[src/rtl/strobe_cap_pkg.sv]
// Shared types and helpers for the strobe capture FIFO.
//   DW_DEFAULT / DEPTH_DEFAULT : default data width and FIFO depth
//   entry_t                    : stored word, secure tag plus data
//   lvl_w()                    : occupancy counter width for a given depth
package strobe_cap_pkg;

    localparam int unsigned DW_DEFAULT    = 32;
    localparam int unsigned DEPTH_DEFAULT = 4;

    typedef struct packed {
        logic                  secure;
        logic [DW_DEFAULT-1:0] data;
    } entry_t;

    // One extra bit so that level can represent DEPTH itself.
    function automatic int unsigned lvl_w(input int unsigned depth);
        return $clog2(depth) + 1;
    endfunction

endpackage

[src/rtl/cap_fifo_core.sv]
// Generic first-word-fall-through FIFO.
//   clk_i, rst_ni : clock, asynchronous active-low reset
//   clr_i         : synchronous flush, wins over push/pop
//   push_i        : write wdata_i; ignored when full unless a pop happens in the same cycle
//   pop_i         : consume the head word; ignored when empty
//   rdata_o       : head word (raw storage, caller qualifies with empty_o)
//   full_o        : level == DEPTH
//   empty_o       : level == 0
//   level_o       : current occupancy
module cap_fifo_core
    import strobe_cap_pkg::*;
#(
    parameter int unsigned DEPTH = DEPTH_DEFAULT,
    parameter type         T     = entry_t
) (
    input  logic                      clk_i,
    input  logic                      rst_ni,
    input  logic                      clr_i,
    input  logic                      push_i,
    input  logic                      pop_i,
    input  T                          wdata_i,
    output T                          rdata_o,
    output logic                      full_o,
    output logic                      empty_o,
    output logic [lvl_w(DEPTH)-1:0]   level_o
);

    localparam int unsigned PtrW = $clog2(DEPTH);
    localparam int unsigned LvlW = lvl_w(DEPTH);

    T                mem_q [DEPTH];
    logic [PtrW-1:0] wr_ptr_q, wr_ptr_d;
    logic [PtrW-1:0] rd_ptr_q, rd_ptr_d;
    logic [LvlW-1:0] level_q, level_d;

    logic push_ok;
    logic pop_ok;

    assign full_o  = (level_q == LvlW'(DEPTH));
    assign empty_o = (level_q == '0);
    assign level_o = level_q;
    assign rdata_o = mem_q[rd_ptr_q];

    // At full a simultaneous pop frees the slot the push writes into.
    assign pop_ok  = pop_i & ~empty_o;
    assign push_ok = push_i & (~full_o | pop_ok);

    always_comb begin
        wr_ptr_d = wr_ptr_q;
        rd_ptr_d = rd_ptr_q;
        level_d  = level_q;
        if (clr_i) begin
            wr_ptr_d = '0;
            rd_ptr_d = '0;
            level_d  = '0;
        end else begin
            if (push_ok) begin
                wr_ptr_d = wr_ptr_q + PtrW'(1);
            end
            if (pop_ok) begin
                rd_ptr_d = rd_ptr_q + PtrW'(1);
            end
            unique case ({push_ok, pop_ok})
                2'b10:   level_d = level_q + LvlW'(1);
                2'b01:   level_d = level_q - LvlW'(1);
                default: level_d = level_q;
            endcase
        end
    end

    always_ff @(posedge clk_i or negedge rst_ni) begin
        if (!rst_ni) begin
            wr_ptr_q <= '0;
            rd_ptr_q <= '0;
            level_q  <= '0;
        end else begin
            wr_ptr_q <= wr_ptr_d;
            rd_ptr_q <= rd_ptr_d;
            level_q  <= level_d;
        end
    end

    // Storage is deliberately left unreset; readers gate it with empty_o.
    always_ff @(posedge clk_i) begin
        if (push_ok && !clr_i) begin
            mem_q[wr_ptr_q] <= wdata_i;
        end
    end

endmodule

[src/rtl/strobe_capture_fifo.sv]
// Captures single-cycle source strobes into a FWFT FIFO and forwards them over valid/ready.
//   clk, rst1   : clock, asynchronous active-low reset
//   status      : source not ready; strobes seen while high are protocol errors
//   strobe      : source data-valid pulse; only the first cycle of a high run is captured
//   secure_out  : secure tag sampled with strobe
//   data        : source data word
//   clr         : synchronous flush of FIFO and sticky flags
//   out_ready   : sink accepts the head word
//   out_valid   : head word available
//   out_data    : head word, zero while empty
//   out_secure  : secure tag of the head word, zero while empty
//   level       : current occupancy
//   overflow    : sticky, a word was dropped at full
//   proto_err   : sticky, strobe while busy or strobe held longer than one cycle
module strobe_capture_fifo
    import strobe_cap_pkg::*;
#(
    parameter int unsigned DEPTH       = DEPTH_DEFAULT,
    parameter int unsigned DW          = DW_DEFAULT,
    parameter int unsigned SECURE_MASK = 1
) (
    input  logic                    clk,
    input  logic                    rst1,
    input  logic                    status,
    input  logic                    strobe,
    input  logic                    secure_out,
    input  logic [DW-1:0]           data,
    input  logic                    clr,
    input  logic                    out_ready,
    output logic                    out_valid,
    output logic [DW-1:0]           out_data,
    output logic                    out_secure,
    output logic [lvl_w(DEPTH)-1:0] level,
    output logic                    overflow,
    output logic                    proto_err
);

    typedef struct packed {
        logic          secure;
        logic [DW-1:0] data;
    } cap_entry_t;

    logic       prev_strobe_q;
    logic       overflow_q, overflow_d;
    logic       proto_err_q, proto_err_d;

    logic       push;
    logic       pop;
    logic       strobe_err;
    logic       fifo_full;
    logic       fifo_empty;
    cap_entry_t wr_entry;
    cap_entry_t head;

    assign push       = strobe & ~prev_strobe_q & ~status;
    assign strobe_err = strobe & (status | prev_strobe_q);
    assign pop        = out_valid & out_ready;

    assign wr_entry.secure = secure_out;
    assign wr_entry.data   = data;

    cap_fifo_core #(
        .DEPTH (DEPTH),
        .T     (cap_entry_t)
    ) u_fifo (
        .clk_i   (clk),
        .rst_ni  (rst1),
        .clr_i   (clr),
        .push_i  (push),
        .pop_i   (pop),
        .wdata_i (wr_entry),
        .rdata_o (head),
        .full_o  (fifo_full),
        .empty_o (fifo_empty),
        .level_o (level)
    );

    always_comb begin
        overflow_d  = overflow_q;
        proto_err_d = proto_err_q;
        if (clr) begin
            overflow_d  = 1'b0;
            proto_err_d = 1'b0;
        end else begin
            if (push && fifo_full && !pop) begin
                overflow_d = 1'b1;
            end
            if (strobe_err) begin
                proto_err_d = 1'b1;
            end
        end
    end

    always_ff @(posedge clk or negedge rst1) begin
        if (!rst1) begin
            prev_strobe_q <= 1'b0;
            overflow_q    <= 1'b0;
            proto_err_q   <= 1'b0;
        end else begin
            prev_strobe_q <= strobe;
            overflow_q    <= overflow_d;
            proto_err_q   <= proto_err_d;
        end
    end

    // Empty storage may hold stale, possibly secure, words: zeroing the data whenever nothing is
    // valid covers the secure-mask case too, so SECURE_MASK has no further effect here.
    logic unused_secure_mask;
    assign unused_secure_mask = SECURE_MASK[0];

    assign out_valid  = ~fifo_empty;
    assign out_data   = out_valid ? head.data : '0;
    assign out_secure = out_valid & head.secure;
    assign overflow   = overflow_q;
    assign proto_err  = proto_err_q;

endmodule

[config.mk]
export PLATFORM = sky130hd
export DESIGN_NAME = strobe_capture_fifo
export DESIGN_NICKNAME = d
export VERILOG_FILES = /design/src/rtl/strobe_cap_pkg.sv /design/src/rtl/cap_fifo_core.sv /design/src/rtl/strobe_capture_fifo.sv
export SDC_FILE = /design/constraint.sdc
export NUM_CORES = 1
export LEC_CHECK = 0
export ABC_CLOCK_PERIOD_IN_PS = 2800
export BUFFER_PORTS_ARGS = -buffer_cell sky130_fd_sc_hd__buf_4
export CAP_MARGIN = 5
export CORE_MARGIN = 2
export CORE_UTILIZATION = 42
export DETAILED_ROUTE_END_ITERATION = 7
export HOLD_SLACK_MARGIN = 0.03
export REMOVE_ABC_BUFFERS = 1
export SLEW_MARGIN = 20
export SYNTH_ARGS = -nofsm -noshare
export SYNTH_HDL_FRONTEND = slang
export SYNTH_HIERARCHICAL = 1
export SYNTH_SLANG_ARGS = --single-unit
[constraint.sdc]
create_clock -name clk -period 2.8 [get_ports clk]
set_clock_uncertainty 0.05 [all_clocks]
set_input_delay 0.14 -clock clk [delete_from_list [all_inputs] [get_ports clk]]
set_output_delay 0.14 -clock clk [all_outputs]
set_load 0.01 [all_outputs]
======== Yosys cells after proc, flatten, opt, wreduce, memory -nomap -nowiden ========
Memories as Yosys holds them, arrays and structs flattened.
Cells that the tools add are included.
storage, ports and cells
  register bits after elaboration ......... 10
  memory bits (writable) .................. 132
  input port bits ......................... 39
  output and inout port bits .............. 39
  word-level logic and storage cells ...... 51
  memories ................................ 1
cells by class
  add/subtract/negate cells ............... 4
  equal/unequal tests ..................... 3
  mux-type cells .......................... 13
  bitwise gates (word level) .............. 13
  reductions and logical operators ........ 11
memory list
  memory        depth  width  read ports  clocked after Yosys merged registers in  write ports  RTL line             text
  u_fifo.mem_q  4      33     1           0                                        1            cap_fifo_core.sv:31  T mem_q [DEPTH];
operator list
  operator               number
  $mux W32               1
  $mux W2                4
  $reduce_bool A2 Y1     4
  $and A1 B1 Y1          7
  $mux W1                6
  $pmux W3 S2            1
  $add A2 B1 Y2 const B  2
  $not A1 Y1             4
  $add A3 B1 Y3 const B  1
  $eq A3 B3 Y1 const B   1
  $logic_and A1 B1 Y1    3
  $logic_not A3 Y1       1
  $mux W3                1
  $reduce_bool A3 Y1     1
  $sub A3 B1 Y3 const B  1
  $eq A2 B1 Y1 const B   1
  $eq A2 B2 Y1 const B   1
  $logic_not A1 Y1       2
  $or A1 B1 Y1           2

======== Depth between registers and ports, before layout ========
Gate-level depths: netlist of the first run.
  depth after elaboration ................. 9
  depth in mapped cells ................... 12

======== Modules after synthesis ========
The synthesis of the first run kept the hierarchy.
modules (own cells, without submodules)
  module               instances  cells each  area each (µm²)  sequential area each (µm²)
  cap_fifo_core        1          240         5350.1           4139.0
  strobe_capture_fifo  1          49          367.9            75.1

======== Least setup slack after synthesis of the first run ========
No wires, ideal clock.
  path kind ............................... register to register
  start ................................... register u_fifo.level_q[0], in the netlist u_fifo/level_o[0]
  end ..................................... memory u_fifo/mem_q[0][0] (netlist bit) (enable)
  data arrival time ....................... 2.251 ns
  data required time ...................... 2.340 ns
  setup slack ............................. 0.089 ns
  cell stages (with the launch flop) ...... 9
  path buffers ............................ 1
  cells stage by stage .................... dfrtp_1 > or2_1 > buf_6 > nor2_1 > nand2b_4 > inv_1 > nand2b_1 > o211a_1 > and2_1
on the way
  word-level cells in the longest chain between the ends .. 9
  elaborated cells on any way between the ends .. 11
  classes of those cells .................. 1 x eq/ne; 2 x mux; 6 x bitwise; 2 x reduce/logical
ends and longest elaborated chain
  what                           RTL line                    text
  from (decl)                    cap_fifo_core.sv:34         logic [LvlW-1:0] level_q, level_d;
  from (signal assigned)         cap_fifo_core.sv:79         level_q <= level_d;
  $logic_not A3 Y1               cap_fifo_core.sv:40         assign empty_o = (level_q == '0);
  via fifo_empty                 strobe_capture_fifo.sv:51   logic fifo_empty;
  $not A1 Y1                     strobe_capture_fifo.sv:111  assign out_valid = ~fifo_empty;
  $and A1 B1 Y1                  strobe_capture_fifo.sv:57   assign pop = out_valid & out_ready;
  via pop                        strobe_capture_fifo.sv:48   logic pop;
  $and A1 B1 Y1                  cap_fifo_core.sv:45         assign pop_ok = pop_i & ~empty_o;
  $or A1 B1 Y1                   cap_fifo_core.sv:46         assign push_ok = push_i & (~full_o | pop_ok);
  $and A1 B1 Y1                  cap_fifo_core.sv:46
  $logic_and A1 B1 Y1            cap_fifo_core.sv:85         if (push_ok && !clr_i) begin
  $mux W1                        cap_fifo_core.sv:85
  $mux W1 (implied by the code)  cap_fifo_core.sv:86         mem_q[wr_ptr_q] <= wdata_i;
  to (decl)                      cap_fifo_core.sv:31
The timed path passes the listed nets, and every way through them passes these cells.

======== Worst setup path after layout of the first run ========
  start ................................... register u_fifo.level_q[0], in the netlist u_fifo/level_o[0]
  end ..................................... register u_fifo.level_q[1], in the netlist u_fifo/level_o[1]
on the way
  word-level cells in the longest chain between the ends .. 9
  elaborated cells on any way between the ends .. 15
  classes of those cells .................. 2 x add/sub; 3 x eq/ne; 2 x mux; 6 x bitwise; 2 x reduce/logical
ends and longest elaborated chain
  what                                          RTL line                    text
  $logic_not A3 Y1 (*)                          cap_fifo_core.sv:40
  via fifo_empty                                strobe_capture_fifo.sv:51
  $not A1 Y1 (*)                                strobe_capture_fifo.sv:111
  $and A1 B1 Y1 (*)                             strobe_capture_fifo.sv:57
  via pop                                       strobe_capture_fifo.sv:48
  $and A1 B1 Y1 (*)                             cap_fifo_core.sv:45
  $or A1 B1 Y1                                  cap_fifo_core.sv:46
  $and A1 B1 Y1                                 cap_fifo_core.sv:46
  $eq A2 B1 Y1 or $eq A2 B2 Y1 (tied branches)  cap_fifo_core.sv:63         unique case ({push_ok, pop_ok})
  $pmux W3 S2                                   cap_fifo_core.sv:63
  $mux W3                                       cap_fifo_core.sv:52         if (clr_i) begin
The timed path passes the listed nets; every way through them passes the cells marked *.
A chain may end at the register's enable or synchronous reset.

==> load_flow_metrics.sql, run 1 <==
INSERT INTO impl_metrics (metric_group, metric, value, unit) VALUES
('timing', 'final.setup.tns', '0', 'ns'),
('timing', 'worst_slew_pin_slew', '0.9452', 'ns'),
('logic_synthesis', 'synthMostInstantiatedCell', 'edfxtp_1', ''),
('drt', 'drc', '0', ''),
('critical_path', 'setup.reg_to_reg.worst_slack', '0.38', 'ns'),
('global_routing', 'use_met3', '4.670', '%'),
('logic_synthesis', 'ys_dominant_reg_cell', 'edfxtp_1', ''),
('clock_network', 'worstSkewPairLatency', '0.42', 'ns'),
('clock_network', 'tritoncts_clock_tree', 'built', ''),
('global_routing', 'groute.usage.overall', '15.46', '%'),
('logic_synthesis', 'postSynth.asyncResetShare', '7.042', '%'),
('flow_run', 'cap_violations', '0', ''),
('clock_network', 'post-cts-setup-buffers', '0', ''),
('critical_path', 'crit_arrival', '2.69', 'ns'),
('drt', 'detail_route.iter0.violations', '189', ''),
('drt', 'wl_per_cell', '17.05', 'microns'),
('timing', 'timing.final.ws_setup', '0.3794', 'ns'),
('global_routing', 'global_route.peak_usage_layer', 'met2', ''),
('placed_design', 'port_buffers', '77', ''),
('critical_path', 'r2r-end', 'u_fifo/level_o[1]', ''),
('timing', 'post-route-period-util', '86.45', '%'),
('logic_synthesis', 'synth_warnings', '6', ''),
('clock_network', 'numCtsBuffers', '17', ''),
('die', 'cell_rows', '42', ''),
('min_path', 'min_delay_worst_endpoint', 'prev_strobe_q', ''),
('clock_network', 'clock_sinks', '142', ''),
('critical_path', 'element_type_at_the_critical_path_start', 'flip-flop', ''),
('finish', 'final_layout_size_suffix_gt1_share', '36.11', '%'),
('outcome', 'run_status', 'finished clean', ''),
('die', 'die_y', '120.7', 'microns'),
('logic_synthesis', 'synth.top_cells.by_area', 'edfxtp_1 69%, mux4_2 13%, dfrtp_1 4.4%', ''),
('timing', 'achievable-frequency', '0.4131', 'GHz'),
('drt', 'postRouteAntennaNets', '0', ''),
('placed_design', 'post-place-cells', '536', ''),
('logic_synthesis', 'synth_cells', '289', ''),
('logic_synthesis', 'mappedNetlistArea', '0.005718', 'sq mm'),
('finish', 'fin_cells', '608', ''),
('timing', 'final.min_clock_period', '2.421', 'ns'),
('logic_synthesis', 'post-synth-top-area-cell', 'edfxtp_1', ''),
('min_path', 'hold_start', 'strobe', ''),
('logic_synthesis', 'synth_enable_flop_cells', '132', ''),
('critical_path', 'crit_type', 'flip-flop to flip-flop', ''),
('global_routing', 'grt_first_pass_wirelength', '16350', 'microns'),
('timing', 'slew_viol_final', '0', ''),
('logic_synthesis', 'avgSynthCellArea', '19.79', 'sq um'),
('global_routing', 'groute.layer.met2.usage', '24.12', '%'),
('timing', 'unrepaired_setup_endpoints_after_global_routing', 'no', ''),
('global_routing', 'grt_pass1_vias', '3111', ''),
('logic_synthesis', 'synth.yosys.seq_area_share', '73.70', '%'),
('die', 'fp.dieArea', '0.01456', 'sq mm'),
('drt', 'total_wirelength', '10370', 'microns'),
('clock_network', 'clock_tree.htree_level_count', '4', ''),
('critical_path', 'worstRegToRegCells', '11', ''),
('clock_network', 'clock_transition_at_path_regs', '0.06', 'ns'),
('min_path', 'hold_depth', '2', ''),
('global_routing', 'global_route.overflow_total', '0', ''),
('die', 'initial_core_util', '43.01', '%'),
('critical_path', 'setup.worst_path.start', 'u_fifo/level_o[0]', ''),
('finish', 'finish.net_count', '463', ''),
('finish', 'final_design_area_no_fill', '0.007502', 'sq mm'),
('drt', 'post_drt_via_cell_ratio', '4.919', ''),
('die', 'die_width', '120.7', 'microns'),
('die', 'io_pins', '78', ''),
('critical_path', 'type_of_destination_of_the_critical_path', 'flip-flop', ''),
('timing', 'hold_viol', '0', ''),
('placed_design', 'hpwl_detailed', '6005', 'microns'),
('critical_path', 'reg2reg_from', 'u_fifo/level_o[0]', ''),
('power', 'ir_worst_vdd', '0.4387', 'mV'),
('logic_synthesis', 'ys_types', '36', ''),
('critical_path', 'required_worst_endpoint', '3.07', 'ns'),
('power', 'report.power.total', '4.885', 'mW');
[per-stage QoR]
| stage | hold WS [ns] | util, % |
|---|---|---|
| after global placement | -0.06861 | 49.03 |
| after global routing | 0.3429 | 56.43 |
| after floorplan | -0.2056 | - |
| final | 0.3487 | 56.43 |
| after CTS | 0.3168 | 56.43 |
| after detailed placement | -0.06668 | 49.03 |
[area by class of cell]
class / instances / area (sq um)
clock buffers: 21 / 440.4
clock inverters: 11 / 142.6
fillers: 1052 / 5793
inverters: 9 / 33.78
multi-input cells: 122 / 1370
flip-flops and latches: 142 / 4217
well taps: 176 / 220.2
repair buffers: 127 / 1079
[registers in the layout (all words and copies together), names as in the netlist]
name	cells
prev_strobe_q	1
proto_err	1
u_fifo/rd_ptr_q	2
u_fifo/level_o	3
u_fifo/mem_q	132
u_fifo/wr_ptr_q	2
overflow	1
[worst max-delay path, cell delays in order, from the launching register on]
cell and delay, ns:
dfrtp_1 0.37, or2_1 0.27, nor2_4 0.10, nand2b_4 0.13
inv_1 0.08, nor2b_1 0.16, nor2b_1 0.16, fa_1 0.51
o21ai_0 0.08, a31oi_1 0.14, a21oi_1 0.08, a211oi_1 0.21
[logic make-up after synthesis]
logic type / synth area share (%)
xor+xnor: 0.7660
buf+inv: 2.560
flops: 73.70
mux: 13.17
simple gates: 6.039
compound gates: 2.538
fa+ha+maj: 1.225
[how the worst max path moves through the flow]
stage                     slack [ns]             endpoint
after floorplan                -1.10    u_fifo/level_o[1]
after global placement          0.40  u_fifo/mem_q[0][30]
after detailed placement        0.36  u_fifo/mem_q[2][16]
after CTS                       0.36   u_fifo/mem_q[2][2]
after global routing            0.18    u_fifo/level_o[1]
final                           0.38    u_fifo/level_o[1]
[per-layer routing]
metal	up-vias	wire, microns
li1	1390	-
met1	1504	4615
met2	79	5069
met3	18	495
met4	0	186
met5	-	0
[power breakdown]
group	switching, mW	internal, mW
Combinational	0.162	0.183
Sequential	0.00764	2.34
Clock	0.801	1.39
Total	0.971	3.91
[layout by cell type, fill, tap and decap left out, types with 4 or more instances in the layout]
cell type / instances
and2_2: 4
buf_4: 85
clkbuf_1: 4
clkbuf_16: 17
dfrtp_1: 8
dlygate4sd3_1: 40
edfxtp_1: 132
ha_1: 4
inv_1: 9
mux4_2: 33
nor2_1: 7
nor2b_1: 33
o21ai_0: 7
[what timing repair did]
action,CTS,global route
resized for setup,0,0
hold buffers,40,0
hold endpoints to repair,151,0
Note: power is estimated with default switching activity, not from simulation.
==> run 2, diff against run 1 <==
--- a/config.mk
+++ b/config.mk
@@ -5,7 +5,7 @@
 export SDC_FILE = /design/constraint.sdc
 export NUM_CORES = 1
 export LEC_CHECK = 0
-export ABC_CLOCK_PERIOD_IN_PS = 2800
+export ABC_CLOCK_PERIOD_IN_PS = 2050
 export BUFFER_PORTS_ARGS = -buffer_cell sky130_fd_sc_hd__buf_4
 export CAP_MARGIN = 5
 export CORE_MARGIN = 2
==> constraint.sdc (replaced) <==
create_clock -name clk -period 2.05 [get_ports clk]
set_clock_uncertainty 0.05 [all_clocks]
set_input_delay 0.1025 -clock clk [delete_from_list [all_inputs] [get_ports clk]]
set_output_delay 0.1025 -clock clk [all_outputs]
set_load 0.01 [all_outputs]
==> run 2 against run 1 <==
- the run now ends with negative setup slack left
- first-iteration DRC count rose by 14%
- clock-buffer cell count decreased by 1
- critical path depth did not move
- global-route usage increased by 3.1 points
- utilization up 7.9 points
- via count is 9.2% higher
- die area is the same
- wire length is 25% higher
- critical endpoint is now u_fifo/mem_q[0][9]
- highest routed layer unchanged
==> load_flow_metrics.sql, run 2 (synthesized netlist as in run 1, its figures left out) <==
INSERT INTO impl_metrics (metric_group, metric, value, unit) VALUES
('die', 'die_y', '120.7', 'microns'),
('drt', 'total_wirelength', '12920', 'microns'),
('clock_network', 'clockBufferDepth', '2', ''),
('finish', 'fin_cells', '652', ''),
('timing', 'timing.final.ws_setup', '-0.2723', 'ns'),
('critical_path', 'critical_path.max_fanout', '7', ''),
('timing', 'setup_viol', '143', ''),
('drt', 'detail_route.first_pass.iterations', '4', ''),
('timing', 'slew_viol_final', '0', ''),
('clock_network', 'worstSkewPairLatency', '0.40', 'ns'),
('die', 'core-area', '0.01330', 'sq mm'),
('global_routing', 'groute.usage.overall', '18.57', '%'),
('timing', 'achievable-frequency', '0.4306', 'GHz'),
('critical_path', 'crit_type', 'flip-flop to flip-flop', ''),
('finish', 'multi_input_area', '0.001548', 'sq mm'),
('critical_path', 'type_of_destination_of_the_critical_path', 'flip-flop', ''),
('power', 'total_leakage_power', '3.131', 'nW'),
('finish', 'finish.net_count', '507', ''),
('clock_network', 'clock_transition_at_path_regs', '0.05', 'ns'),
('global_routing', 'grt_start_max_net_pins', '35', ''),
('die', 'fp.dieArea', '0.01456', 'sq mm'),
('timing', 'relSlewSlack', '67.09', '%'),
('die', 'die_width', '120.7', 'microns'),
('drt', 'drc', '0', ''),
('timing', 'unrepaired_setup_endpoints_after_global_routing', 'yes', ''),
('finish', 'mostFrequentLayoutCells', '132 x edfxtp_1, 74 x buf_4, 39 x dlygate4sd3_1', ''),
('critical_path', 'setup.reg_to_reg.worst_slack', '-0.27', 'ns'),
('drt', 'via_count', '3267', ''),
('power', 'power_density', '787.3', 'mW/mm^2'),
('global_routing', 'global_route.usage.met1', '24.19', '%'),
('outcome', 'run_status', 'finished with violations', ''),
('outcome', 'failed_checks', 'negative setup slack', ''),
('global_routing', 'grt_pass1_vias', '3352', ''),
('die', 'io_pins', '78', ''),
('finish', 'registers.top_by_ff_count', 'u_fifo/mem_q', ''),
('placed_design', 'hpwl_detailed', '6439', 'microns'),
('placed_design', 'placement.setup.worst_slack', '-0.2949', 'ns'),
('timing', 'final.min_clock_period', '2.322', 'ns'),
('finish', 'final_layout_size_suffix_gt1_share', '47.90', '%'),
('global_routing', 'grt_first_pass_wirelength', '19270', 'microns'),
('drt', 'postRouteAntennaNets', '0', ''),
('finish', 'final_common_cell', 'edfxtp_1', ''),
('clock_network', 'numCtsBuffers', '17', ''),
('flow_run', 'cap_violations', '0', ''),
('finish', 'sequential_cell_area', '0.004217', 'sq mm'),
('drt', 'detail_route.iter0.violations', '215', ''),
('finish', 'utilization', '64.35', '%'),
('power', 'ir_worst_vdd', '0.5688', 'mV'),
('clock_network', 'clock_sinks', '142', ''),
('timing', 'post-route-period-util', '113.3', '%'),
('finish', 'antenna_cells', '0', ''),
('clock_network', 'clock_tree.htree_level_count', '4', ''),
('global_routing', 'use_met3', '4.858', '%'),
('die', 'initial_core_util', '43.01', '%'),
('global_routing', 'global_route.peak_usage_layer', 'met2', ''),
('critical_path', 'crit_arrival', '2.45', 'ns'),
('critical_path', 'worstRegToRegCells', '11', ''),
('placed_design', 'post-place-cells', '547', ''),
('die', 'cell_rows', '42', ''),
('drt', 'wl_per_cell', '19.81', 'microns'),
('timing', 'hold_viol', '0', ''),
('finish', 'largest_register_ffs', '132', ''),
('clock_network', 'clk_root_buffer_cell', 'clkbuf_16', ''),
('placed_design', 'port_buffers', '77', ''),
('min_path', 'hold_depth', '2', ''),
('timing', 'worst_slew_pin_slew', '0.4920', 'ns'),
('placed_design', 'place.gp.congestion', '0.7238', ''),
('global_routing', 'global_route.overflow_total', '0', ''),
('critical_path', 'required_worst_endpoint', '2.18', 'ns'),
('global_routing', 'antenna_found_initial', '0', ''),
('clock_network', 'tritoncts_clock_tree', 'built', ''),
('min_path', 'min-delay-path-class', 'primary input to flip-flop', ''),
('finish', 'area_delta_synth_final', '49.63', '%'),
('global_routing', 'groute.layer.met2.usage', '30.61', '%'),
('drt', 'post_drt_via_cell_ratio', '5.011', ''),
('finish', 'fillCellCount', '939', ''),
('critical_path', 'element_type_at_the_critical_path_start', 'flip-flop', '');
## run 2: changes by cell type in the layout (fill, tap and decap cells not counted), moves of 7 or more
cell     previous run  this run
buf_12              2         9
buf_6               0        27
buf_16              0        16
buf_4              85        74
nor2b_4             0        21
nor2b_1            33        10
## run 2: layout make-up
type / instances / share of cell area [%]
Clock buffer: 20 / 5.104
Clock inverter: 12 / 1.404
Inverter: 9 / 0.3949
Multi-Input combinational cell: 122 / 18.09
Sequential cell: 142 / 49.28
Tap cell: 176 / 2.574
Timing Repair Buffer: 171 / 23.15
## run 2: report_power, final
group          internal [mW]  leakage, nW  switching, mW
registers               3.19         1.32        0.00935
logic                  0.362         1.54          0.289
clock network           1.78        0.269           1.11
## run 2: through the flow
| step | setup TNS, ns | hold WS, ns | area [sq um] | total power [mW] |
|---|---|---|---|---|
| after floorplan | -251.57 | -0.2431 | 5605 | 3.438 |
| after global placement | -13.20 | -0.1100 | 6676 | 3.692 |
| after detailed placement | -16.78 | -0.1073 | 6676 | 3.698 |
| after CTS | -15.28 | 0.2941 | 8356 | 6.742 |
| after global routing | -31.12 | 0.3181 | 8556 | 6.975 |
| final | -23.48 | 0.3140 | 8556 | 6.736 |
## run 2: layer usage
metal  routed length (microns)  share of wire (%)
met1                      5538                 43
met2                      6677                 52
met3                       561                4.3
met4                       141                1.1
met5                         0                  0
## run 2: worst max-delay path, stage by stage, from the launching register on
cell      delay [ns]
dfrtp_1         0.37
or2_4           0.27
nor2_4          0.09
nand2b_4        0.14
inv_2           0.04
buf_4           0.12
buf_6           0.12
nand2b_4        0.13
o211a_1         0.24
and2_4          0.23
buf_4           0.16
buf_16          0.13
## run 2: repair_timing
action,CTS,global route
setup endpoints to repair,168,167
hold buffers,39,0
buffers inserted,7,16
pin swaps,10,8
gates cloned,17,2
hold endpoints to repair,152,0
resized for setup,61,49
## run 2: worst paths after layout
path	start	endpoint
max in group asynchronous	rst1	u_fifo/rd_ptr_q[0]
worst max register to register	u_fifo/level_o[0]	u_fifo/mem_q[0][9]
worst max-delay path	u_fifo/level_o[0]	u_fifo/mem_q[0][9]
worst min register to register	proto_err	proto_err
min in group asynchronous	rst1	overflow
worst min-delay path	strobe	prev_strobe_q
